`src/rtl/noc_ring_route_unit.sv`:
```
`default_nettype none
// ============================================================================
// Module   : noc_ring_route_unit
// Brief    : Ring NoC route slice: shortest-path LOCAL/CW/CCW steering of
//            ingress flits plus an independent registered egress stage.
//            Optional macro ROUTE_STATS_EN adds saturating traffic counters.
// Revision : 1.0 - initial release
// ============================================================================
module noc_ring_route_unit #(
  parameter int WIDTH       = 11,
  parameter int NUM_ROUTERS = 8,
  parameter int ID_W        = 3,
  parameter int ID_LSB      = 1,
  parameter int SOURCE_ID   = 2
) (
  input  logic             clk,
  input  logic             rst_n,
  input  logic             in_valid,
  output logic             in_ready,
  input  logic [WIDTH-1:0] in_data,
  output logic [2:0]       rt_valid,
  input  logic [2:0]       rt_ready,
  output logic [WIDTH-1:0] rt_data,
  input  logic             arb_valid,
  output logic             arb_ready,
  input  logic [WIDTH-1:0] arb_data,
  output logic             eg_valid,
  input  logic             eg_ready,
  output logic [WIDTH-1:0] eg_data,
`ifdef ROUTE_STATS_EN
  output logic [15:0]      stat_local,
  output logic [15:0]      stat_cw,
  output logic [15:0]      stat_ccw,
  output logic [15:0]      stat_drop,
`endif
  output logic             err_illegal
);

  localparam int DW = ID_W + 1;
  localparam logic [DW-1:0] c_NR   = DW'(NUM_ROUTERS);
  localparam logic [DW-1:0] c_SRC  = DW'(SOURCE_ID);
  localparam logic [DW-1:0] c_HALF = DW'(NUM_ROUTERS / 2);

  typedef enum logic [0:0] {ST_EMPTY = 1'b0, ST_FULL = 1'b1} state_t;

  state_t           r_rt_st;
  state_t           r_eg_st;
  logic             r_live;
  logic [2:0]       r_rt_valid;
  logic [WIDTH-1:0] r_rt_data;
  logic             r_err;
  logic             r_eg_valid;
  logic [WIDTH-1:0] r_eg_data;

  logic [DW-1:0]    w_dest;
  logic [DW-1:0]    w_dist;
  logic             w_illegal;
  logic [2:0]       w_dir;
  logic [2:0]       w_drain_vec;
  logic             w_rt_drain;
  logic             w_in_fire;
  logic             w_arb_fire;

  // Dest widened by one bit so dest+NUM_ROUTERS cannot wrap before the compare.
  assign w_dest    = {1'b0, in_data[ID_LSB +: ID_W]};
  assign w_illegal = (w_dest >= c_NR);
  assign w_dist    = (w_dest >= c_SRC) ? (w_dest - c_SRC) : (w_dest + c_NR - c_SRC);
  assign w_dir     = (w_dist == '0)     ? 3'b001 :
                     (w_dist <= c_HALF) ? 3'b010 : 3'b100;

  // rt_valid is one-hot when full, so any matching ready bit is a drain.
  assign w_drain_vec = r_rt_valid & rt_ready;
  assign w_rt_drain  = |w_drain_vec;
  assign in_ready    = r_live & ((r_rt_st == ST_EMPTY) | w_rt_drain);
  assign w_in_fire   = in_valid & in_ready;
  assign arb_ready   = r_live & ((r_eg_st == ST_EMPTY) | eg_ready);
  assign w_arb_fire  = arb_valid & arb_ready;

  assign rt_valid    = r_rt_valid;
  assign rt_data     = r_rt_data;
  assign err_illegal = r_err;
  assign eg_valid    = r_eg_valid;
  assign eg_data     = r_eg_data;

  always_ff @(posedge clk or negedge rst_n) begin
    if (!rst_n) r_live <= 1'b0;
    else        r_live <= 1'b1;
  end

  always_ff @(posedge clk or negedge rst_n) begin
    if (!rst_n) begin
      r_rt_st    <= ST_EMPTY;
      r_rt_valid <= '0;
      r_rt_data  <= '0;
      r_err      <= 1'b0;
    end else begin
      r_err <= w_in_fire & w_illegal;
      case (r_rt_st)
        ST_EMPTY: begin
          if (w_in_fire && !w_illegal) begin
            r_rt_st    <= ST_FULL;
            r_rt_valid <= w_dir;
            r_rt_data  <= in_data;
          end
        end
        ST_FULL: begin
          if (w_in_fire && !w_illegal) begin
            r_rt_valid <= w_dir;
            r_rt_data  <= in_data;
          end else if (w_rt_drain) begin
            r_rt_st    <= ST_EMPTY;
            r_rt_valid <= '0;
          end
        end
      endcase
    end
  end

  always_ff @(posedge clk or negedge rst_n) begin
    if (!rst_n) begin
      r_eg_st    <= ST_EMPTY;
      r_eg_valid <= 1'b0;
      r_eg_data  <= '0;
    end else begin
      case (r_eg_st)
        ST_EMPTY: begin
          if (w_arb_fire) begin
            r_eg_st    <= ST_FULL;
            r_eg_valid <= 1'b1;
            r_eg_data  <= arb_data;
          end
        end
        ST_FULL: begin
          if (w_arb_fire) begin
            r_eg_data  <= arb_data;
          end else if (eg_ready) begin
            r_eg_st    <= ST_EMPTY;
            r_eg_valid <= 1'b0;
          end
        end
      endcase
    end
  end

`ifdef ROUTE_STATS_EN
  function automatic logic [15:0] sat_inc(input logic [15:0] v, input logic en);
    return (en && v != 16'hFFFF) ? v + 16'd1 : v;
  endfunction

  always_ff @(posedge clk or negedge rst_n) begin
    if (!rst_n) begin
      stat_local <= '0;
      stat_cw    <= '0;
      stat_ccw   <= '0;
      stat_drop  <= '0;
    end else begin
      stat_local <= sat_inc(stat_local, w_drain_vec[0]);
      stat_cw    <= sat_inc(stat_cw,    w_drain_vec[1]);
      stat_ccw   <= sat_inc(stat_ccw,   w_drain_vec[2]);
      stat_drop  <= sat_inc(stat_drop,  w_in_fire & w_illegal);
    end
  end
`endif

endmodule
`default_nettype wire
```
`config.mk`:
```
export PLATFORM = sky130hd
export DESIGN_NAME = noc_ring_route_unit
export DESIGN_NICKNAME = d
export VERILOG_FILES = /design/src/rtl/noc_ring_route_unit.sv
export SDC_FILE = /design/constraint.sdc
export NUM_CORES = 1
export LEC_CHECK = 0
export CAP_MARGIN = 20
export CORE_MARGIN = 3
export CORE_UTILIZATION = 38
export DETAILED_ROUTE_END_ITERATION = 6
export PLACE_DENSITY = 0.74
export SLEW_MARGIN = 20
export SYNTH_ARGS = -nofsm -noshare
export SYNTH_HDL_FRONTEND = slang
export SYNTH_SLANG_ARGS = --single-unit
```
`constraint.sdc`:
```
create_clock -name clk -period 2.7 [get_ports clk]
set_input_delay 0.81 -clock clk [delete_from_list [all_inputs] [get_ports clk]]
set_output_delay 0.81 -clock clk [all_outputs]
set_load 0.01 [all_outputs]
```
==> reports/results.ini <==
[synth]
netlist_area_um2 = 1290
synthesis.nets = 126
yosysSeqAreaShare_pct = 56.3
syn-instance-count = 94
yosysMostFrequentCell = dfrtp_1
synth_top_area_share_pct = 56.3
netlist_top_cells_count = 29 x dfrtp_1, 10 x mux2_4, 7 x mux2_2, 5 x mux2_1, 5 x nand2_1
ys_seq_elements = 29
synth_cell_types = 29
syn_area_per_cell_um2 = 13.7
synth-main-ff-cell = dfrtp_1
synth_edf_count = 0
synthArstFlopShare_pct = 100
synth-warning-count = 0
synth.largest_area_cell = dfrtp_1
ys_top_cells_by_area = dfrtp_1 56%, mux2_4 12%, mux2_2 6.1%

[detailed_routing]
routed_wl_mm = 2.78
viasPerCell = 4.70
drc = 0
vias = 963
first_pass_iters = 4
drtAntennaViolNets = 0
drtIter0Drc = 19
wire_per_inst_um = 13.6

[sta]
tns_ps = 0
rsz0062_at_grt = false
fin_crit_ps = 2640
hold_violations = 0
report.final.slew_viol_count = 0
period_share_pct = 97.9
hold_slack_ps = 457
slew_headroom_pct = 50.2
tightestPinTransition_ps = 746
max_freq_mhz = 378
finalSetupViolations = 0
finClkSkew_ps = 7.59

[flow_run]
maxCapViolCount = 0

[floorplanning]
die_w_um = 64.2
row_count = 20
die_y_um = 64.2
fp.coreArea_um2 = 3150
start_util_pct = 40.9
boundaryPins = 59
die-area_um2 = 4130

[cts]
cts_setup_buffers = 0
cts.sink_count = 29
ctsLongestPathBuffers = 2
clkTransAtPathRegs_ps = 80
cts_inserted_buffers = 5
htree_levels = 2
cts_tree = yes
worstSkewPairLatency_ps = 310
cts-root-buf = clkbuf_4

[pwr]
power_density_nw_per_um2 = 836
peakVddDrop_v = 0.000483
power_mw = 1.65
cellLeakagePower_nw = 0.863

[grt]
grt_max_degree = 30
antenna_found_initial = 0
grt_pass1_vias = 1086
grt_first_pass_wirelength_mm = 4.88
grtUsageTotal_pct = 15.4
grt-ovfl-total = 0

[setup_path]
required_ps = 1890
worstPathMaxFanout = 2
critPathArrivalTime_ps = 1830
cp-end-kind = output port
worst-setup-path-type = primary input to output port
start_kind = primary input
reg2reg_slack_ps = 730

[placed_design]
port_buffers = 57
place_hpwl_mm = 2.21
routabilityCongestion = 0.716
dp_cells = 197

[finish]
fill_cells = 289
antenna_cells = 0
final_core_util_pct = 62.4
fin_cells = 205
final_nets = 192
area_growth_pct = 52.6
drive_gt1_share_pct = 19.9

[worst_hold_path]
worstHoldPathType = flip-flop to flip-flop

[run_status]
status = complete, no violations

==> where the power goes <==
part / total [mW] / switching [mW] / internal [mW]
sequential: 0.679 / 0.0991 / 0.580
clock: 0.237 / 0.133 / 0.104
combinational: 0.730 / 0.252 / 0.478
total: 1.65 / 0.484 / 1.16
==> critical path: stages <==
cell and delay [ps]:
clkdlybuf4s50_1 410, nand2b_1 160, and2_1 170, dlygate4sd2_1 280
==> metal layers <==
layer / wire length [um] / up-vias / track usage, %
met5: 0 / - / 0
met4: 29 / 0 / 7.12
met3: 287 / 4 / 6.50
met2: 1410 / 45 / 26.7
met1: 1060 / 456 / 15.9
li1: - / 458 / -
==> kinds of logic (layout without fill, tap and decap cells) <==
logic type / after synthesis / after routing / synth area share, %
AOI/OAI and AO/OA: 12 / 12 / 7.09
xor gates and xnor gates: 1 / 1 / 0.680
adders and majority gates: 2 / 2 / 1.94
buffers and inverters: 6 / 73 / 2.72
DFF: 29 / 29 / 56.3
muxes: 22 / 22 / 22.1
other: 2 / 2 / 0.583
and+or+nand+nor: 20 / 20 / 8.54
==> sequential cells by signal, summed over array words and instances, names as in the netlist <==
name	flops
eg_valid	1
eg_data	11
r_live	1
r_rt_st	1
rt_data	11
r_eg_st	1
rt_valid	3
==> worst paths after layout <==
path                                    startpoint                      end  cells past startpoint
setup / recovery                          eg_ready                arb_ready                      4
hold / removal                   r_eg_st$_DFF_PN0_     eg_valid$_DFFE_PN0P_                      1
setup reg to reg           rt_valid[0]$_DFFE_PN0P_  rt_data[10]$_DFFE_PN0P_                      5
hold reg to reg                  r_eg_st$_DFF_PN0_     eg_valid$_DFFE_PN0P_                      1
max in group asynchronous                    rst_n   eg_data[5]$_DFFE_PN0P_                      2
min in group asynchronous                    rst_n   rt_data[3]$_DFFE_PN0P_                      2
==> layout by cell type, fill, tap and decap left out, types with 3 or more instances in the layout <==
cell type	netlist	routed
mux2_2	7	7
clkdlybuf4s50_1	0	52
mux2_1	5	5
dlygate4sd2_1	0	4
clkbuf_1	0	3
nand2b_1	4	4
a21oi_1	3	3
nand2_1	5	5
clkbuf_4	0	5
nor2_1	3	3
dfrtp_1	29	29
mux2_4	10	10
inv_1	3	3
buf_4	1	5
==> stage by stage <==
step | cell area [um^2] | worst slack [ps]
after floorplan | 1290 | 384
after global placement | 1930 | -403
after detailed placement | 1930 | -470
after CTS | 1970 | 30.0
after global routing | 1970 | 0.890
final | 1970 | 57.8
==> what timing repair did <==
action / in CTS / in global routing
endpoints found under the setup margin: 2 / 1
pin swaps: 2 / 2
hold endpoints to repair: 0 / 0
gates resized for setup: 8 / 0
hold buffers: 0 / 0
==> area by class of cell <==
cell class | count | area [um^2] | share of cell area (%)
clock buffer | 8 | 48.8 | 2.48
inverter | 3 | 11.3 | 0.573
multi-input combinational | 59 | 528 | 26.8
sequential | 29 | 726 | 36.9
tap | 44 | 55.1 | 2.80
timing repair buffer | 62 | 598 | 30.4
Power figures use the tool's default switching activity.
